--- config.mk ---
export PLATFORM = sky130hd
export DESIGN_NAME = multicycle_control
export DESIGN_NICKNAME = d
export VERILOG_FILES = /design/src/rtl/multicycle_control.sv
export SDC_FILE = /design/constraint.sdc
export NUM_CORES = 1
export LEC_CHECK = 0
export ABC_AREA = 1
export BUFFER_PORTS_ARGS = -buffer_cell sky130_fd_sc_hd__buf_2
export CAP_MARGIN = 10
export CELL_PAD_IN_SITES_DETAIL_PLACEMENT = 1
export CELL_PAD_IN_SITES_GLOBAL_PLACEMENT = 2
export CORE_UTILIZATION = 27
export CTS_BUF_LIST = sky130_fd_sc_hd__clkbuf_16
export CTS_CLUSTER_DIAMETER = 100
export DETAILED_ROUTE_END_ITERATION = 10
export PLACE_DENSITY = 0.87
export SLEW_MARGIN = 20
export SYNTH_ARGS = -nofsm -noshare
export SYNTH_HDL_FRONTEND = slang
export SYNTH_SLANG_ARGS = --single-unit
--- constraint.sdc ---
create_clock -name clk -period 2.1 [get_ports clk]
set_input_delay 0.42 -clock clk [delete_from_list [all_inputs] [get_ports clk]]
set_output_delay 0.42 -clock clk [all_outputs]
set_load 0.01 [all_outputs]
--- src/rtl/multicycle_control.sv ---
// Multi-cycle control unit: FETCH/DECODE/EXEC/MEM/WB sequencer with the
// instruction register and a retired-instruction counter.
// Optional feature macro: CTRL_ILLEGAL_TRAP_EN (illegal instruction -> TRAP).
module multicycle_control #(
  parameter int unsigned ALU_CTRL_W = 3,
  parameter int unsigned CNT_W      = 32
) (
  input  logic                  clk,
  input  logic                  rst_n,
  input  logic [31:0]           instr,
  input  logic                  mem_ready,
  input  logic                  EQ,
  output logic                  mem_req,
  output logic                  mem_we,
  output logic                  IRWrite,
  output logic                  PCWrite,
  output logic                  PCsrc,
  output logic                  RegWrite,
  output logic                  ALUsrc,
  output logic [ALU_CTRL_W-1:0] ALUctrl,
  output logic [1:0]            ImmSrc,
  output logic                  ResultSrc,
  output logic [31:0]           ir,
  output logic [CNT_W-1:0]      retired,
  output logic                  illegal
);

  localparam logic [6:0]  OPC_OP     = 7'b0110011;
  localparam logic [6:0]  OPC_OP_IMM = 7'b0010011;
  localparam logic [6:0]  OPC_LOAD   = 7'b0000011;
  localparam logic [6:0]  OPC_STORE  = 7'b0100011;
  localparam logic [6:0]  OPC_BRANCH = 7'b1100011;
  localparam logic [31:0] IR_RESET   = 32'h0000_0013;

  localparam logic [2:0] ALU_ADD = 3'b000;
  localparam logic [2:0] ALU_SUB = 3'b001;
  localparam logic [2:0] ALU_AND = 3'b010;
  localparam logic [2:0] ALU_OR  = 3'b011;
  localparam logic [2:0] ALU_XOR = 3'b100;
  localparam logic [2:0] ALU_SLT = 3'b101;

  typedef enum logic [2:0] {
    ST_FETCH  = 3'd0,
    ST_DECODE = 3'd1,
    ST_EXEC   = 3'd2,
    ST_MEM    = 3'd3,
    ST_WB     = 3'd4,
    ST_TRAP   = 3'd5
  } state_e;

  state_e           state_q, state_d;
  logic [31:0]      ir_q, ir_d;
  logic [CNT_W-1:0] retired_q, retired_d;

  logic [6:0] opcode;
  logic [2:0] funct3;
  logic [6:0] funct7;
  logic       is_op, is_op_imm, is_load, is_store, is_branch;
  logic       arith_f3_ok, legal, br_taken;
  logic [2:0] alu_op;
  logic [1:0] imm_sel;

  // Instruction field decode from the held instruction register
  always_comb begin
    opcode      = ir_q[6:0];
    funct3      = ir_q[14:12];
    funct7      = ir_q[31:25];
    is_op       = (opcode == OPC_OP);
    is_op_imm   = (opcode == OPC_OP_IMM);
    is_load     = (opcode == OPC_LOAD);
    is_store    = (opcode == OPC_STORE);
    is_branch   = (opcode == OPC_BRANCH);
    arith_f3_ok = (funct3 == 3'b000) || (funct3 == 3'b010) || (funct3 == 3'b100) ||
                  (funct3 == 3'b110) || (funct3 == 3'b111);
    legal = (is_op_imm && arith_f3_ok) ||
            (is_op && arith_f3_ok &&
             ((funct7 == 7'h00) || ((funct7 == 7'h20) && (funct3 == 3'b000)))) ||
            ((is_load || is_store) && (funct3 == 3'b010)) ||
            (is_branch && (funct3[2:1] == 2'b00));
    br_taken = is_branch && (((funct3 == 3'b000) && EQ) || ((funct3 == 3'b001) && !EQ));

    alu_op = ALU_ADD;
    if (is_branch) begin
      alu_op = ALU_SUB;
    end else if (is_op || is_op_imm) begin
      case (funct3)
        3'b000:  alu_op = (is_op && funct7[5]) ? ALU_SUB : ALU_ADD;
        3'b010:  alu_op = ALU_SLT;
        3'b100:  alu_op = ALU_XOR;
        3'b110:  alu_op = ALU_OR;
        3'b111:  alu_op = ALU_AND;
        default: alu_op = ALU_ADD;
      endcase
    end

    imm_sel = 2'b00;
    if (is_store) imm_sel = 2'b01;
    else if (is_branch) imm_sel = 2'b10;
  end

  // Next-state, register updates and strobes; strobes forced low while in reset
  always_comb begin
    state_d   = state_q;
    ir_d      = ir_q;
    retired_d = retired_q;
    mem_req   = 1'b0;
    mem_we    = 1'b0;
    IRWrite   = 1'b0;
    PCWrite   = 1'b0;
    PCsrc     = 1'b0;
    RegWrite  = 1'b0;
    ALUsrc    = 1'b0;
    ALUctrl   = '0;
    ImmSrc    = 2'b00;
    ResultSrc = 1'b0;
    illegal   = 1'b0;

    case (state_q)
      ST_FETCH: begin
        mem_req = 1'b1;
        if (mem_ready) begin
          IRWrite = 1'b1;
          PCWrite = 1'b1;
          ir_d    = instr;
          state_d = ST_DECODE;
        end
      end
      ST_DECODE: begin
        ImmSrc = imm_sel;
        if (legal) begin
          state_d = ST_EXEC;
        end else begin
`ifdef CTRL_ILLEGAL_TRAP_EN
          state_d = ST_TRAP;
`else
          state_d = ST_FETCH;
`endif
        end
      end
      ST_EXEC: begin
        ImmSrc  = imm_sel;
        ALUsrc  = is_op_imm || is_load || is_store;
        ALUctrl = ALU_CTRL_W'(alu_op);
        if (is_branch) begin
          PCWrite   = br_taken;
          PCsrc     = br_taken;
          state_d   = ST_FETCH;
          retired_d = retired_q + CNT_W'(1);
        end else if (is_load || is_store) begin
          state_d = ST_MEM;
        end else begin
          state_d = ST_WB;
        end
      end
      ST_MEM: begin
        mem_req = 1'b1;
        mem_we  = is_store;
        ImmSrc  = imm_sel;
        if (mem_ready) begin
          if (is_store) begin
            state_d   = ST_FETCH;
            retired_d = retired_q + CNT_W'(1);
          end else begin
            state_d = ST_WB;
          end
        end
      end
      ST_WB: begin
        RegWrite  = 1'b1;
        ResultSrc = is_load;
        ImmSrc    = imm_sel;
        state_d   = ST_FETCH;
        retired_d = retired_q + CNT_W'(1);
      end
      ST_TRAP: begin
`ifdef CTRL_ILLEGAL_TRAP_EN
        illegal = 1'b1;
`else
        state_d = ST_FETCH;
`endif
      end
      default: state_d = ST_FETCH;
    endcase

    if (!rst_n) begin
      mem_req   = 1'b0;
      mem_we    = 1'b0;
      IRWrite   = 1'b0;
      PCWrite   = 1'b0;
      PCsrc     = 1'b0;
      RegWrite  = 1'b0;
      ALUsrc    = 1'b0;
      ALUctrl   = '0;
      ImmSrc    = 2'b00;
      ResultSrc = 1'b0;
      illegal   = 1'b0;
    end
  end

  // State, instruction register and retire counter
  always_ff @(posedge clk or negedge rst_n) begin
    if (!rst_n) begin
      state_q   <= ST_FETCH;
      ir_q      <= IR_RESET;
      retired_q <= '0;
    end else begin
      state_q   <= state_d;
      ir_q      <= ir_d;
      retired_q <= retired_d;
    end
  end

  assign ir      = ir_q;
  assign retired = retired_q;

endmodule
## After elaboration in Yosys (flattened, before gate mapping)

Index checks and enable logic that the tools add are counted.

| cells by class | value |
|---|---|
| mux-type cells | 39 |
| bitwise gates (word level) | 0 |
| magnitude comparators | 0 |
| reduce and logical (&&, ||, !) cells | 34 |
| $mul | 0 |
| divide/modulo/power cells | 0 |
| shift-type cells | 0 |
| $add $sub $neg | 1 |
| equal/unequal tests | 19 |

Operators with widths:

| operator | number |
|---|---|
| 32-bit two-way mux | 3 |
| 32-bit one-hot mux with 3 select lines | 1 |
| 32-bit by 1-bit adder with 32-bit output (second input constant) | 1 |
| 3-bit two-way mux | 9 |
| 7-bit by 6-bit == test with 1-bit output (second input constant) | 3 |
| 1-bit two-way mux | 18 |
| 3-bit one-hot mux with 5 select lines | 1 |
| 1-bit logical OR | 13 |
| 3-bit == test (second input constant) | 4 |
| 3-bit one-hot mux with 4 select lines | 1 |
| 1-bit logical AND | 10 |
| 2-bit two-way mux | 5 |
| 3-bit by 2-bit == test with 1-bit output (second input constant) | 3 |
| 2-bit inequality test (second input constant) | 4 |
| 7-bit by 2-bit == test with 1-bit output (second input constant) | 1 |
| 7-bit by 5-bit == test with 1-bit output (second input constant) | 1 |
| 7-bit == test (second input constant) | 1 |
| 7-bit zero test | 1 |
| 3-bit by 1-bit == test with 1-bit output (second input constant) | 2 |
| 3-bit zero test | 2 |
| 2-bit AND reduction | 2 |
| 4-bit AND reduction | 1 |
| 4-bit OR reduction | 1 |
| 3-bit nonzero test | 1 |
| other kinds (4) | 4 |

| word-level totals | value |
|---|---|
| latch bits | 0 |
| input port bits | 36 |
| bits in read-only memories | 0 |
| register bits | 67 |
| word-level logic and storage cells | 96 |
| memories | 0 |
| output and inout bits | 78 |
| bits in writable memories | 0 |

## Logic depth before layout (Yosys ltp)

| logic depth | value |
|---|---|
| depth in word-level cells | 12 |
| depth in mapped cells | 10 |
| gate-level depth less buffers | 10 |

## Worst setup path before layout

OpenSTA, ideal clock, no wires.

| path | value |
|---|---|
| kind | register -> output |
| from | register state_q[1] |
| to | output port IRWrite |
| slack | 0.260 ns |
| data arrival time | 1.420 ns |
| stages on the path, launching flop included | 7 |
| path buffers | 1 |
| cells stage by stage | dfrtp_1 nor2_2 nand2_1 nor2_1 clkinv_1 clkbuf_1 nor2_1 |

| between the ends | value |
|---|---|
| longest elaborated chain between the ends | 3 |

Ends and longest elaborated chain:

| element | line | text |
|---|---|---|
| start, declared | 51 | `state_e state_q, state_d;` |
| start signal, assigned | 207 | `state_q <= state_d;` |
| 3-bit zero test | 118 | `case (state_q)` |
| 1-bit two-way mux | 118 |  |
| 1-bit two-way mux | 185 | `if (!rst_n) begin` |
| end, declared | 15 | `output logic IRWrite,` |

Every way passes these cells.

## Worst setup path after layout

| path | value |
|---|---|
| from | register ir_q[0], in the netlist ir[0] |
| to | output port ALUctrl[0] |

| between the ends | value |
|---|---|
| longest elaborated chain between the ends | 8 |
| elaborated cells on any way between the ends | 11 |
| classes of those cells | eq/ne (3); mux (6); reduce/logical (2) |

Ends and longest elaborated chain:

| element | line | text |
|---|---|---|
| start, declared | 52 | `logic [31:0] ir_q, ir_d;` |
| start signal, assigned | 208 | `ir_q <= ir_d;` |
| 7-bit by 6-bit == test with 1-bit output | 68 | `is_op = (opcode == OPC_OP);` |
| 1-bit logical AND | 87 | `3'b000: alu_op = (is_op && funct7[5]) ? ALU_SUB : ALU_ADD;` |
| 1-bit two-way mux | 87 |  |
| 3-bit one-hot mux with 5 select lines | 86 | `case (funct3)` |
| 3-bit two-way mux | 85 | `end else if (is_op \|\| is_op_imm) begin` |
| 3-bit two-way mux * | 83 | `if (is_branch) begin` |
| 3-bit two-way mux * | 118 |  |
| 3-bit two-way mux * | 185 |  |
| end, declared | 20 | `output logic [ALU_CTRL_W-1:0] ALUctrl,` |

Every way passes the cells marked *; elsewhere a longest branch is shown, timed or not.

==> run_results.csv <==
group,metric,value,unit
yosys,async_flop_share,1.000,
drt,wire_per_inst,14.70,µm
yosys,synth_compound_area_frac,0.04514,
yosys,ys_seq_area_frac,0.4457,
power,p_int,3.290,mW
layout,syn2layout_area_growth,32.09,%
yosys,syn-num-nets,585,
placed_design,dp.final_hpwl,9465,µm
power,pwr_density_cell,1108,nW/µm²
drt,ant_nets,0,
yosys,yosys.area_share.simple,0.4036,
global_route,overflow,0,
global_route,grt_pass1_vias,4263,
yosys,synth_area,3770,µm²
timing,rsz0062_at_grt,"true",
global_route,grt_pass1_wl,20990,µm
drt,wl_met1,5593,µm
layout,design_area,4980,µm²
floorplan,dieArea,14440,µm²
yosys,synth_top_family_by_area,"simple AND/OR/NAND/NOR gates",
floorplan,die_x,120.2,µm
clocking,clock-sinks,67,
layout,antenna_cells,0,
worst_setup_path,start_kind,"flip-flop",
timing,fmax,476.6,MHz
floorplan,pin_count,114,
placed_design,port_buffers,112,
clocking,clock_path_buffers,2,
yosys,synthMuxAreaShare,0,
worst_hold_path,hp-start,"instr[1]",
timing,fin_crit,2.098,ns
drt,vias,3999,
yosys,synthXorXnorAreaFrac,0.03717,
power,pwr-share-clk,0.259,
drt,top_layer,"met4",
power,pwr-share-comb,0.361,
worst_setup_path,arrival,1.68,ns
worst_setup_path,crit_fanout,6,
yosys,postSynthAreaPerCell,6.879,µm²
yosys,netlist_instances,548,
worst_setup_path,slowest_stage,"dfstp_2",
worst_setup_path,path_cells,"nand2_2 > inv_2 > nand2_4 > nor2_2 > a41oi_1 > o21ai_1 > buf_2",
layout,layout.nets,714,
clocking,cts_tree,"built",
timing,tightest_slew,0.9104,ns
worst_setup_path,critPathLaunch,"ir[0]",
power,peakVddDrop,0.5310,mV
power,p_sw,2.225,mW
drt,routed_wl,12610,µm
timing,whs,0.2760,ns
layout,num-fill-cells,1784,
run_status,status,"completed",
yosys,synth_edf_count,0,
yosys,synth_fa_ha_area_frac,0.003319,
worst_setup_path,worstRegToRegCells,15,
placed_design,place_area,4542,µm²
clocking,clkTransAtPathRegs,0.06,ns
clocking,clock-root-buffer,"clkbuf_16",
yosys,synth_ff_type,"dfrtp_1",
timing,fin_skew,0.004335,ns
floorplan,start_util,0.2802,
global_route,grt_start_max_net_pins,68,
drt,met2RoutedLength,6098,µm
global_route,antenna_found_initial,0,
yosys,synth.distinct_cells,31,
timing,finalMaxSlewViolations,0,
worst_setup_path,path_class,"flip-flop to primary output",
yosys,ys_ff_latch,67,
clocking,clkLatencyLatePin,0.34,ns
timing,setup_viol,0,
worst_hold_path,hp-class,"input port to flip-flop",
drt,drc,0,
worst_hold_path,hold_path_depth,3,
drt,first_pass_iters,4,
layout,drive_above_1_share,0.2639,
placed_design,globalplace.congestion,0.9104,
floorplan,core,13450,µm²
worst_setup_path,critPathCaptureType,"primary output",
worst_setup_path,cpPeakStageDelay,0.55,ns
yosys,yosys_warnings,0,
worst_setup_path,required,1.68,ns
drt,drt_iter0_drc,133,
timing,hold_violations,0,
timing,timing.slew.headroom,0.3931,
worst_setup_path,reg2reg_from,"ir[0]",
clocking,tritoncts.num_buffers,9,
floorplan,die_y,120.2,µm
floorplan,num_rows,42,
power,seqPwrFrac,0.381,
power,cellLeakagePower,2.559,nW
clocking,htreeDepth,3,
timing,post-route-period-util,0.9991,
drt,wl_met3,677,µm
drt,vias_per_cell,4.661,
run,maxCapViolCount,0,
power,netSwitchingFraction,0.4034,
global_route,grt_usage,0.1867,
[path summary, 6_finish.rpt]
check                             end  slack (ns)
setup / recovery           ALUctrl[0]       0.002
min in group asynchronous  state_q[1]        0.34
hold reg to reg                ir[17]        0.47
hold / removal                  ir[1]        0.28
setup reg to reg           state_q[1]        0.11
max in group asynchronous       ir[5]        1.14
[timing repair]
| item | 4_1_cts | 5_1_grt |
|---|---|---|
| pin swaps | 5 | 9 |
| resized for setup | 12 | 16 |
| endpoints found under the setup margin | 8 | 11 |
| hold buffers | 0 | 0 |
| buffers inserted | 6 | 6 |
[through the flow]
step / utilization / power (mW) / TNS, ns / worst slack [ns] / std cells
final: 0.3702 / 5.515 / 0 / 0.001915 / 858
after global routing: 0.3702 / 5.918 / -0.1499 / -0.07302 / 858
after CTS: 0.3640 / 5.483 / -0.09968 / -0.04644 / 853
after detailed placement: 0.3376 / 3.953 / 0 / 0.1709 / 831
after global placement: 0.3376 / 3.867 / 0 / 0.2045 / 831
after floorplan: - / 3.092 / 0 / 0.2596 / 548
[cell families after synthesis]
| logic type | Yosys count |
|---|---|
| DFF | 67 |
| xor gates and xnor gates | 16 |
| adders and majority gates | 1 |
| other | 1 |
| and+or+nand+nor | 376 |
| AOI/OAI and AO/OA | 31 |
| buffers and inverters | 56 |
[power by group through the flow]
stage	Clock, mW	Sequential, mW	Combinational, mW
2_1_floorplan	0	2.24	0.848
3_3_place_gp	0	2.08	1.79
3_5_place_dp	0	2.11	1.85
4_1_cts	1.48	2.11	1.90
5_1_grt	1.53	2.16	2.23
6_report	1.43	2.10	1.99
[worst max-delay path: cells and delay by family (launching register included)]
family | cells | cell delay, ns
AOI/OAI and AO/OA | 2 | 0.30
buffers and inverters | 2 | 0.21
DFF | 1 | 0.55
and+or+nand+nor | 3 | 0.27
[cell type report]
cell class | count | area (µm²) | area share
inverters | 44 | 167.7 | 0.03367
well taps | 176 | 220.2 | 0.04422
flip-flops and latches | 67 | 1685 | 0.3384
multi-input cells | 425 | 1917 | 0.3849
repair buffers | 130 | 711.9 | 0.1430
clock inverters | 7 | 52.55 | 0.01055
clock buffers | 9 | 225.2 | 0.04523
[per-layer routing]
layer,GRT usage,vias to the layer above
met5,0,-
met4,0.08047,0
met2,0.3154,101
met3,0.04278,18
li1,-,1956
met1,0.2260,1924
[state kept, by name, indices dropped and copies added (netlist names)]
register  cells
ir           32
state_q       3
retired      32
[cells in the mapped netlist (2+ instances only)]
| cell type | count | area (µm²) |
|---|---|---|
| nand3_1 | 21 | 105.1 |
| a21oi_1 | 4 | 20.02 |
| nor2_1 | 56 | 210.2 |
| nor2_2 | 5 | 31.28 |
| buf_6 | 3 | 33.78 |
| o21ai_2 | 2 | 17.52 |
| inv_2 | 3 | 11.26 |
| xnor2_1 | 6 | 52.55 |
| o21ai_1 | 5 | 25.02 |
| dfrtp_1 | 64 | 1602 |
| nor3_1 | 18 | 90.09 |
| nand2_1 | 265 | 994.7 |
| nand3b_1 | 5 | 37.54 |
| o21ai_0 | 17 | 85.08 |
| xor2_1 | 10 | 87.58 |
| dfstp_2 | 3 | 78.83 |
| nor4_1 | 2 | 12.51 |
| inv_1 | 40 | 150.1 |
| clkbuf_1 | 6 | 22.52 |
| buf_4 | 2 | 15.01 |
[cells in the final DEF, fill, tap and decap left out, types with 2 or more instances in the layout]
cell type	n
dfstp_2	3
dfrtp_1	60
buf_4	16
buf_2	112
xnor2_1	6
clkinvlp_4	3
nand3_1	20
nor3_1	18
inv_1	39
o21ai_2	2
a21oi_1	4
inv_2	4
nand2_2	4
xor2_1	10
nor2_1	49
clkbuf_16	9
nand3b_1	5
inv_6	2
nor2_2	7
nand2_1	261
o21ai_0	15
nor2_4	6
o21ai_1	7
dfrtp_2	4
No activity file was read; power rests on OpenSTA's default activity.
